==> src/rtl/param_sync_fifo_if.sv <==
`default_nettype none
// ============================================================================
// Module      : param_sync_fifo_if
// Description : Handshake, data and status bundle for param_sync_fifo.
// Revision    : 1.0 - initial release
// ============================================================================
interface param_sync_fifo_if #(
    parameter int DATA_WIDTH = 8,
    parameter int DEPTH      = 16
);
    logic                     w_en;
    logic                     r_en;
    logic [DATA_WIDTH-1:0]    data_in;
    logic [DATA_WIDTH-1:0]    data_out;
    logic                     full;
    logic                     empty;
    logic                     almost_full;
    logic                     almost_empty;
    logic [$clog2(DEPTH):0]   count;
    logic                     overflow;
    logic                     underflow;

    modport master (
        output w_en, r_en, data_in,
        input  data_out, full, empty, almost_full, almost_empty,
               count, overflow, underflow
    );

    modport slave (
        input  w_en, r_en, data_in,
        output data_out, full, empty, almost_full, almost_empty,
               count, overflow, underflow
    );
endinterface
`default_nettype wire

==> src/rtl/param_sync_fifo.sv <==
`default_nettype none
// ============================================================================
// Module      : param_sync_fifo
// Description : Single-clock FIFO with occupancy flags and sticky error flags.
//               Define PARAM_SYNC_FIFO_FWFT_EN for first-word-fall-through.
// Revision    : 1.0 - initial release
// ============================================================================
module param_sync_fifo #(
    parameter int DATA_WIDTH = 8,
    parameter int DEPTH      = 16,
    parameter int AF_LEVEL   = DEPTH - 2,
    parameter int AE_LEVEL   = 2
) (
    input  wire                 clk,
    input  wire                 rst,
    param_sync_fifo_if.slave    bus
);
    localparam int c_ADDR_W = $clog2(DEPTH);
    localparam int c_CNT_W  = c_ADDR_W + 1;

    localparam logic [c_CNT_W-1:0] c_FULL_CNT = c_CNT_W'(DEPTH);
    localparam logic [c_CNT_W-1:0] c_AF_CNT   = c_CNT_W'(AF_LEVEL);
    localparam logic [c_CNT_W-1:0] c_AE_CNT   = c_CNT_W'(AE_LEVEL);
    localparam logic [c_CNT_W-1:0] c_ONE      = c_CNT_W'(1);

    logic [DATA_WIDTH-1:0] r_mem [DEPTH];
    logic [c_CNT_W-1:0]    r_wr_ptr;
    logic [c_CNT_W-1:0]    r_rd_ptr;
    logic [c_CNT_W-1:0]    r_count;
    logic                  r_overflow;
    logic                  r_underflow;

    logic                  w_full;
    logic                  w_empty;
    logic                  w_wr_acc;
    logic                  w_rd_acc;
    logic [c_ADDR_W-1:0]   w_wr_addr;
    logic [c_ADDR_W-1:0]   w_rd_addr;

    // Flags come only from registered state, so requests never reach them.
    assign w_full    = (r_count == c_FULL_CNT);
    assign w_empty   = (r_count == '0);
    assign w_wr_acc  = bus.w_en && !w_full;
    assign w_rd_acc  = bus.r_en && !w_empty;
    assign w_wr_addr = r_wr_ptr[c_ADDR_W-1:0];
    assign w_rd_addr = r_rd_ptr[c_ADDR_W-1:0];

    // Storage is deliberately left unreset.
    always_ff @(posedge clk) begin
        if (!rst && w_wr_acc) begin
            r_mem[w_wr_addr] <= bus.data_in;
        end
    end

    always_ff @(posedge clk) begin
        if (rst) begin
            r_wr_ptr    <= '0;
            r_rd_ptr    <= '0;
            r_count     <= '0;
            r_overflow  <= 1'b0;
            r_underflow <= 1'b0;
        end else begin
            if (w_wr_acc) begin
                r_wr_ptr <= r_wr_ptr + c_ONE;
            end
            if (w_rd_acc) begin
                r_rd_ptr <= r_rd_ptr + c_ONE;
            end
            if (w_wr_acc && !w_rd_acc) begin
                r_count <= r_count + c_ONE;
            end else if (w_rd_acc && !w_wr_acc) begin
                r_count <= r_count - c_ONE;
            end
            if (bus.w_en && w_full) begin
                r_overflow <= 1'b1;
            end
            if (bus.r_en && w_empty) begin
                r_underflow <= 1'b1;
            end
        end
    end

`ifdef PARAM_SYNC_FIFO_FWFT_EN
    // Head entry falls through; forced to zero so unwritten storage never shows.
    assign bus.data_out = w_empty ? '0 : r_mem[w_rd_addr];
`else
    logic [DATA_WIDTH-1:0] r_data_out;

    always_ff @(posedge clk) begin
        if (rst) begin
            r_data_out <= '0;
        end else if (w_rd_acc) begin
            r_data_out <= r_mem[w_rd_addr];
        end
    end

    assign bus.data_out = r_data_out;
`endif

    assign bus.full         = w_full;
    assign bus.empty        = w_empty;
    assign bus.almost_full  = (r_count >= c_AF_CNT);
    assign bus.almost_empty = (r_count <= c_AE_CNT);
    assign bus.count        = r_count;
    assign bus.overflow     = r_overflow;
    assign bus.underflow    = r_underflow;

endmodule
`default_nettype wire

==> src/flat_wrapper.sv <==
// flat-port wrapper written by rule: the top's interface ports become plain ports
module param_sync_fifo_flat 
#(
    parameter int DATA_WIDTH = 8,
    parameter int DEPTH      = 16,
    parameter int AF_LEVEL   = DEPTH - 2,
    parameter int AE_LEVEL   = 2
)
  (clk, rst, bus_w_en, bus_r_en, bus_data_in, bus_data_out, bus_full, bus_empty, bus_almost_full, bus_almost_empty, bus_count, bus_overflow, bus_underflow);
  param_sync_fifo_if #(.DATA_WIDTH(DATA_WIDTH), .DEPTH(DEPTH)) bus_i ();
  input  wire clk;
  input  wire rst;
  input wire logic [$bits(bus_i.w_en)-1:0] bus_w_en;
  input wire logic [$bits(bus_i.r_en)-1:0] bus_r_en;
  input wire logic [$bits(bus_i.data_in)-1:0] bus_data_in;
  output wire logic [$bits(bus_i.data_out)-1:0] bus_data_out;
  output wire logic [$bits(bus_i.full)-1:0] bus_full;
  output wire logic [$bits(bus_i.empty)-1:0] bus_empty;
  output wire logic [$bits(bus_i.almost_full)-1:0] bus_almost_full;
  output wire logic [$bits(bus_i.almost_empty)-1:0] bus_almost_empty;
  output wire logic [$bits(bus_i.count)-1:0] bus_count;
  output wire logic [$bits(bus_i.overflow)-1:0] bus_overflow;
  output wire logic [$bits(bus_i.underflow)-1:0] bus_underflow;
  assign bus_i.w_en = bus_w_en;
  assign bus_i.r_en = bus_r_en;
  assign bus_i.data_in = bus_data_in;
  assign bus_data_out = bus_i.data_out;
  assign bus_full = bus_i.full;
  assign bus_empty = bus_i.empty;
  assign bus_almost_full = bus_i.almost_full;
  assign bus_almost_empty = bus_i.almost_empty;
  assign bus_count = bus_i.count;
  assign bus_overflow = bus_i.overflow;
  assign bus_underflow = bus_i.underflow;
  param_sync_fifo #(.DATA_WIDTH(DATA_WIDTH), .DEPTH(DEPTH), .AF_LEVEL(AF_LEVEL), .AE_LEVEL(AE_LEVEL)) u_core (.clk(clk), .rst(rst), .bus(bus_i));
endmodule
==> config.mk <==
export PLATFORM = sky130hd
export DESIGN_NAME = param_sync_fifo_flat
export DESIGN_NICKNAME = d
export VERILOG_FILES = /design/src/rtl/param_sync_fifo_if.sv /design/src/rtl/param_sync_fifo.sv /design/src/flat_wrapper.sv
export SDC_FILE = /design/constraint.sdc
export NUM_CORES = 1
export LEC_CHECK = 0
export CORE_MARGIN = 2
export CORE_UTILIZATION = 40
export DETAILED_ROUTE_END_ITERATION = 8
export PLACE_DENSITY = 0.55
export SKIP_CTS_REPAIR_TIMING = 1
export SLEW_MARGIN = 25
export SYNTH_ARGS = -nofsm -noshare
export SYNTH_HDL_FRONTEND = slang
export SYNTH_SLANG_ARGS = --single-unit
==> constraint.sdc <==
create_clock -name clk -period 3.2 [get_ports clk]
set_input_delay 0.96 -clock clk [delete_from_list [all_inputs] [get_ports clk]]
set_output_delay 0.96 -clock clk [all_outputs]
set_load 0.05 [all_outputs]
==> results of run 1 <==
routing by layer:
metal | part of all wire | global-route usage
met5 | 0 | 0
met4 | 0.012 | 0.0737
met3 | 0.038 | 0.0305
met2 | 0.48 | 0.256
met1 | 0.47 | 0.237
registers in the layout, summed over array words and instances, names as in the netlist:
register and cells:
u_core.bus.count 5, u_core.bus.data_out 8, u_core.bus.overflow 1, u_core.bus.underflow 1, u_core.r_mem 128, u_core.r_rd_ptr 4, u_core.r_wr_ptr 4
critical path: cells and delay by family (launching register included):
| kind | cells | cell delay [ns] |
|---|---|---|
| buffers and inverters | 1 | 0.86 |
| DFF | 1 | 0.42 |
| AOI/OAI and AO/OA | 1 | 0.41 |
layout make-up:
class | count | area, sq um
inverter | 6 | 22.5
timing repair buffer | 58 | 518
clock buffer | 24 | 492
sequential | 151 | 4310
fill | 1237 | 7690
multi-input combinational | 192 | 1690
tap | 188 | 235
clock inverter | 8 | 193
through the flow:
stage | utilization | setup WS (ns) | hold WS [ns] | instance area, sq um
2_1_floorplan | - | 0.117 | 0.529 | 6170
3_3_place_gp | 0.447 | -0.109 | 0.456 | 6770
3_5_place_dp | 0.447 | -0.160 | 0.474 | 6770
4_1_cts | 0.492 | 0.102 | 0.486 | 7450
5_1_grt | 0.492 | 0.00942 | 0.515 | 7450
6_report | 0.492 | 0.145 | 0.476 | 7450
layout by cell type (no fill, tap or decap), types with 6 or more instances in the layout:
master,netlist,final
mux4_1,12,12
clkdlybuf4s50_1,0,28
ha_1,9,9
dfxtp_1,23,22
o22ai_1,16,16
clkbuf_16,0,17
a22oi_1,8,8
bufinv_16,0,6
nand2_1,6,6
buf_4,1,29
nor2_1,54,54
mux2i_1,36,36
a311oi_1,8,8
edfxtp_1,128,128
cells by family (layout without fill, tap and decap cells):
group	after synthesis	in the layout	synth area share
AOI/OAI and AO/OA	47	47	0.0570
adders and majority gates	10	10	0.0215
DFF	151	151	0.698
muxes	53	53	0.126
and+or+nand+nor	73	73	0.0550
xor gates and xnor gates	9	9	0.0128
buffers and inverters	24	96	0.0298
power by group:
group / leakage, nW / switching, mW / internal [mW]
clock: 0.332 / 0.733 / 1.55
sequential: 1.34 / 0.161 / 2.25
combinational: 0.805 / 0.998 / 0.673
total: 2.48 / 1.89 / 4.47
worst paths after layout:
path | from | to | slack [ns]
setup reg to reg | u_core.bus.count[0]$_SDFFE_PP0P_ | u_core.bus.count[4]$_SDFFE_PP0P_ | 0.40
hold reg to reg | u_core.bus.underflow$_SDFFE_PP0P_ | u_core.bus.underflow$_SDFFE_PP0P_ | 0.48
setup / recovery | u_core.bus.count[1]$_SDFFE_PP0P_ | bus_almost_empty | 0.15
hold / removal | u_core.bus.underflow$_SDFFE_PP0P_ | u_core.bus.underflow$_SDFFE_PP0P_ | 0.48
==> out/metrics.yaml, run 1 <==
status:
  status: "complete, no violations"
global_route:
  grt_overflow_total: 0
  grt_max_degree: 24
  grt_pass1_vias: 3285
  track_usage: 0.168
  grt_pass1_wl_um: 19400
  antenna_found_initial: 0
timing:
  setup_viol: 0
  clock.fmax_ghz: 0.327
  final-hold-violation-count: 0
  fin_crit_ns: 3.05
  slew_headroom: 0.529
  rsz0062_at_grt: "no"
  setup_tns_ns: 0
  fin_crit_sh: 0.955
  worstMarginPinSlew_ns: 0.705
  maxSlewViolCount: 0
  skew_ns: 0.00924
finish:
  areaGrowthSynthToFinish_pct: 20.8
  num_antenna_cells: 0
  drive_above_1_share: 0.169
  fin_nets: 448
  fin_cells: 627
detailed_routing:
  via_count: 3311
  wl_um: 12800
  drt_iter0_drc: 294
  via_per_inst: 5.28
  final_antenna_net_count: 0
  drcViolationCount: 0
  dr.pass1.iters: 5
  wl_per_cell_um: 20.5
synthesis:
  ys_seq_area_frac: 0.698
  ys_top_cells_by_area: "edfxtp_1, dfxtp_1, mux2i_1"
  ys.flop_type: "edfxtp_1"
  netlist_instances: 367
  yosysMostFrequentCell: "edfxtp_1"
  synth.cell_area_sq_um: 6170
  synthArstFlopShare: 0
  ys_ff_latch: 151
  synthTopCellsByCount: "edfxtp_1, nor2_1, mux2i_1"
  yosys_warnings: 0
  yosys.area.top_type: "edfxtp_1"
  syn_avg_cell_area_sq_um: 16.8
  yosysTopAreaCellShare: 0.623
  synth_edf_count: 128
  synth_cell_types: 44
  synthesis.nets: 389
clocking:
  clock_latency_ns: 0.42
  htree_levels: 4
  clock_path_buffers: 2
  cts_made_buffers: 17
  cts.clk_slew.worst_paths_ns: 0.06
  cts-root-buf: "clkbuf_16"
  cts_tree: "built"
  clock_sinks: 151
critical_path:
  path_class: "reg -> out"
  reg2regPathDepth: 10
  cpPeakStageDelay_ns: 0.86
  arrival_ns: 2.09
  cp_slowest_cell: "clkdlybuf4s50_1"
  crit_chain: "a2111oi_2 > clkdlybuf4s50_1"
  startpoint_type: "flop"
  crit_path_end_kind: "output pin"
  worstPathRequired_ns: 2.24
  critPathMaxFanout: 8
power_and_ir_drop:
  ir_drop_uv: 433
  power_mw: 6.36
  power.density_nw_per_um2: 854
  p_leak_nw: 2.48
floorplan:
  start_util: 0.407
  io-pin-count: 31
  coreArea_sq_um: 15100
  fp.dieW_um: 128
  row_count: 45
  die_y_um: 128
  design.die.area_sq_um: 16400
placement:
  io_buffers: 30
  hpwl_um: 8250
  placed_cells_incl_taps: 595
  gp_congestion: 0.772
worst_hold_path:
  holdPathStages: 2
  hold_path.class: "reg -> reg"
run:
  cap_violations: 0
No activity file was read; power rests on OpenSTA's default activity.
==> run 2: changes to the inputs <==
--- a/config.mk
+++ b/config.mk
@@ -8,7 +8,7 @@
 export CORE_MARGIN = 2
 export CORE_UTILIZATION = 40
 export DETAILED_ROUTE_END_ITERATION = 8
-export PLACE_DENSITY = 0.55
+export PLACE_DENSITY_LB_ADDON = 0.25
 export SKIP_CTS_REPAIR_TIMING = 1
 export SLEW_MARGIN = 25
 export SYNTH_ARGS = -nofsm -noshare
==> out/metrics.yaml, run 2 (synthesis results as in run 1) <==
power_and_ir_drop:
  power_mw: 6.02  # was 6.36 mW
  ir_drop_uv: 429  # was 433 uV
  p_leak_nw: 2.44  # was 2.48 nW
  power.density_nw_per_um2: 817  # was 854 nW/um^2
critical_path:
  rrSetupSlack_ns: 0.50  # was 0.40 ns
  crit_path_end_kind: "output pin"  # unchanged
  critPathMaxFanout: 8  # unchanged
  startpoint_type: "flop"  # unchanged
  arrival_ns: 2.08  # was 2.09 ns
  worstPathRequired_ns: 2.24  # about the same
  path_class: "reg -> out"  # unchanged
status:
  status: "complete, no violations"  # unchanged
global_route:
  grt.busiest_layer: "met2"  # unchanged
  use_met1: 0.218  # was 0.237
  grt_pass1_vias: 3331  # was 3285
  antenna_found_initial: 0  # unchanged
  grt_pass1_wl_um: 19200  # was 19400 um
  track_usage: 0.165  # was 0.168
  grt_max_degree: 34  # was 24
  use_met3: 0.0396  # was 0.0305
  grt_overflow_total: 0  # unchanged
  met2_usage: 0.263  # was 0.256
clocking:
  clock_sinks: 151  # unchanged
  cts_made_buffers: 17  # unchanged
  clock_latency_ns: 0.42  # about the same
  cts-root-buf: "clkbuf_16"  # unchanged
  htree_levels: 4  # unchanged
  clock_path_buffers: 2  # unchanged
  cts.clk_slew.worst_paths_ns: 0.06  # about the same
  cts_tree: "built"  # unchanged
floorplan:
  die_y_um: 128  # unchanged
  start_util: 0.407  # unchanged
  fp.dieW_um: 128  # unchanged
  row_count: 45  # unchanged
  io-pin-count: 31  # unchanged
  coreArea_sq_um: 15100  # unchanged
  design.die.area_sq_um: 16400  # unchanged
finish:
  final_common_cell: "edfxtp_1"  # unchanged
  regMostFlops: "u_core.r_mem"  # unchanged
  fin_nets: 448  # unchanged
  layout_common_cells: "edfxtp_1, nor2_1, mux2i_1"  # unchanged
  drive_above_1_share: 0.173  # was 0.169
  largest_reg_flops: 128  # unchanged
  areaGrowthSynthToFinish_pct: 19.5  # was 20.8%
  post-route-util: 0.486  # was 0.492
  fin_cells: 627  # unchanged
  register_area_sq_um: 4310  # unchanged
  multi_input_area_sq_um: 1690  # unchanged
  design_area_sq_um: 7370  # was 7450 sq um
  fillers: 1253  # was 1237
  num_antenna_cells: 0  # unchanged
timing:
  holdWs_ns: 0.476  # about the same
  skew_ns: 0.00766  # was 0.00924 ns
  worstMarginPinSlew_ns: 0.764  # was 0.705 ns
  clock.fmax_ghz: 0.329  # was 0.327 GHz
  final-hold-violation-count: 0  # unchanged
  worst_slack_ns: 0.161  # was 0.145 ns
  maxSlewViolCount: 0  # unchanged
  setup_tns_ns: 0  # unchanged
  slew_headroom: 0.490  # was 0.529
  fin_crit_ns: 3.04  # was 3.05 ns
  setup_viol: 0  # unchanged
  fin_crit_sh: 0.950  # was 0.955
  rsz0062_at_grt: "no"  # unchanged
detailed_routing:
  final_antenna_net_count: 0  # unchanged
  dr.pass1.iters: 4  # was 5
  via_count: 3314  # was 3311
  wl_per_cell_um: 19.9  # was 20.5 um
  drt_iter0_drc: 154  # was 294
  via_per_inst: 5.29  # was 5.28
  drcViolationCount: 0  # unchanged
  wl_um: 12500  # was 12800 um
placement:
  gp_congestion: 0.788  # was 0.772
  hpwl_um: 8040  # was 8250 um
  place_area_sq_um: 6770  # unchanged
  placed_cells_incl_taps: 595  # unchanged
  pre_cts_slack_ns: -0.170  # was -0.160 ns
  io_buffers: 30  # unchanged
run:
  cap_violations: 0  # unchanged
worst_hold_path:
  hold_path.class: "reg -> reg"  # unchanged
-- run 2: changes by cell type in the layout (fill, tap and decap cells not counted), sizes merged --
| cell | before | now |
|---|---|---|
| bufinv | 6 | 1 |
| clkbuf | 24 | 25 |
| clkinv | 2 | 5 |
| clkinvlp | 0 | 1 |
-- run 2: layout make-up --
class	count	share of cell area
inverters	6	0.00306
multi-input cells	192	0.229
clock buffers	25	0.0730
well taps	188	0.0319
clock inverters	7	0.00849
flip-flops and latches	151	0.584
repair buffers	58	0.0703
-- run 2: routing by layer --
metal / share of wire / vias up
li1: - / 1556
met1: 0.46 / 1663
met2: 0.49 / 76
met3: 0.038 / 19
met4: 0.018 / 0
met5: 0 / -
-- run 2: path summary, 6_finish.rpt --
path / from / end / depth (start not counted)
setup / recovery: u_core.bus.count[1]$_SDFFE_PP0P_ / bus_almost_empty / 2
hold / removal: u_core.bus.overflow$_SDFFE_PP0P_ / u_core.bus.overflow$_SDFFE_PP0P_ / 2
setup reg to reg: u_core.bus.count[0]$_SDFFE_PP0P_ / u_core.bus.count[4]$_SDFFE_PP0P_ / 10
hold reg to reg: u_core.bus.overflow$_SDFFE_PP0P_ / u_core.bus.overflow$_SDFFE_PP0P_ / 2
-- run 2: power breakdown --
group	internal [mW]	switching [mW]	total, mW
logic	0.657	1.01	1.67
registers	2.25	0.141	2.39
clock network	1.24	0.725	1.96
total	4.15	1.88	6.02
-- run 2: worst max-delay path, stage by stage, from the launching register on --
cell	delay, ns
dfxtp_1	0.42
a2111oi_2	0.38
clkdlybuf4s50_1	0.85
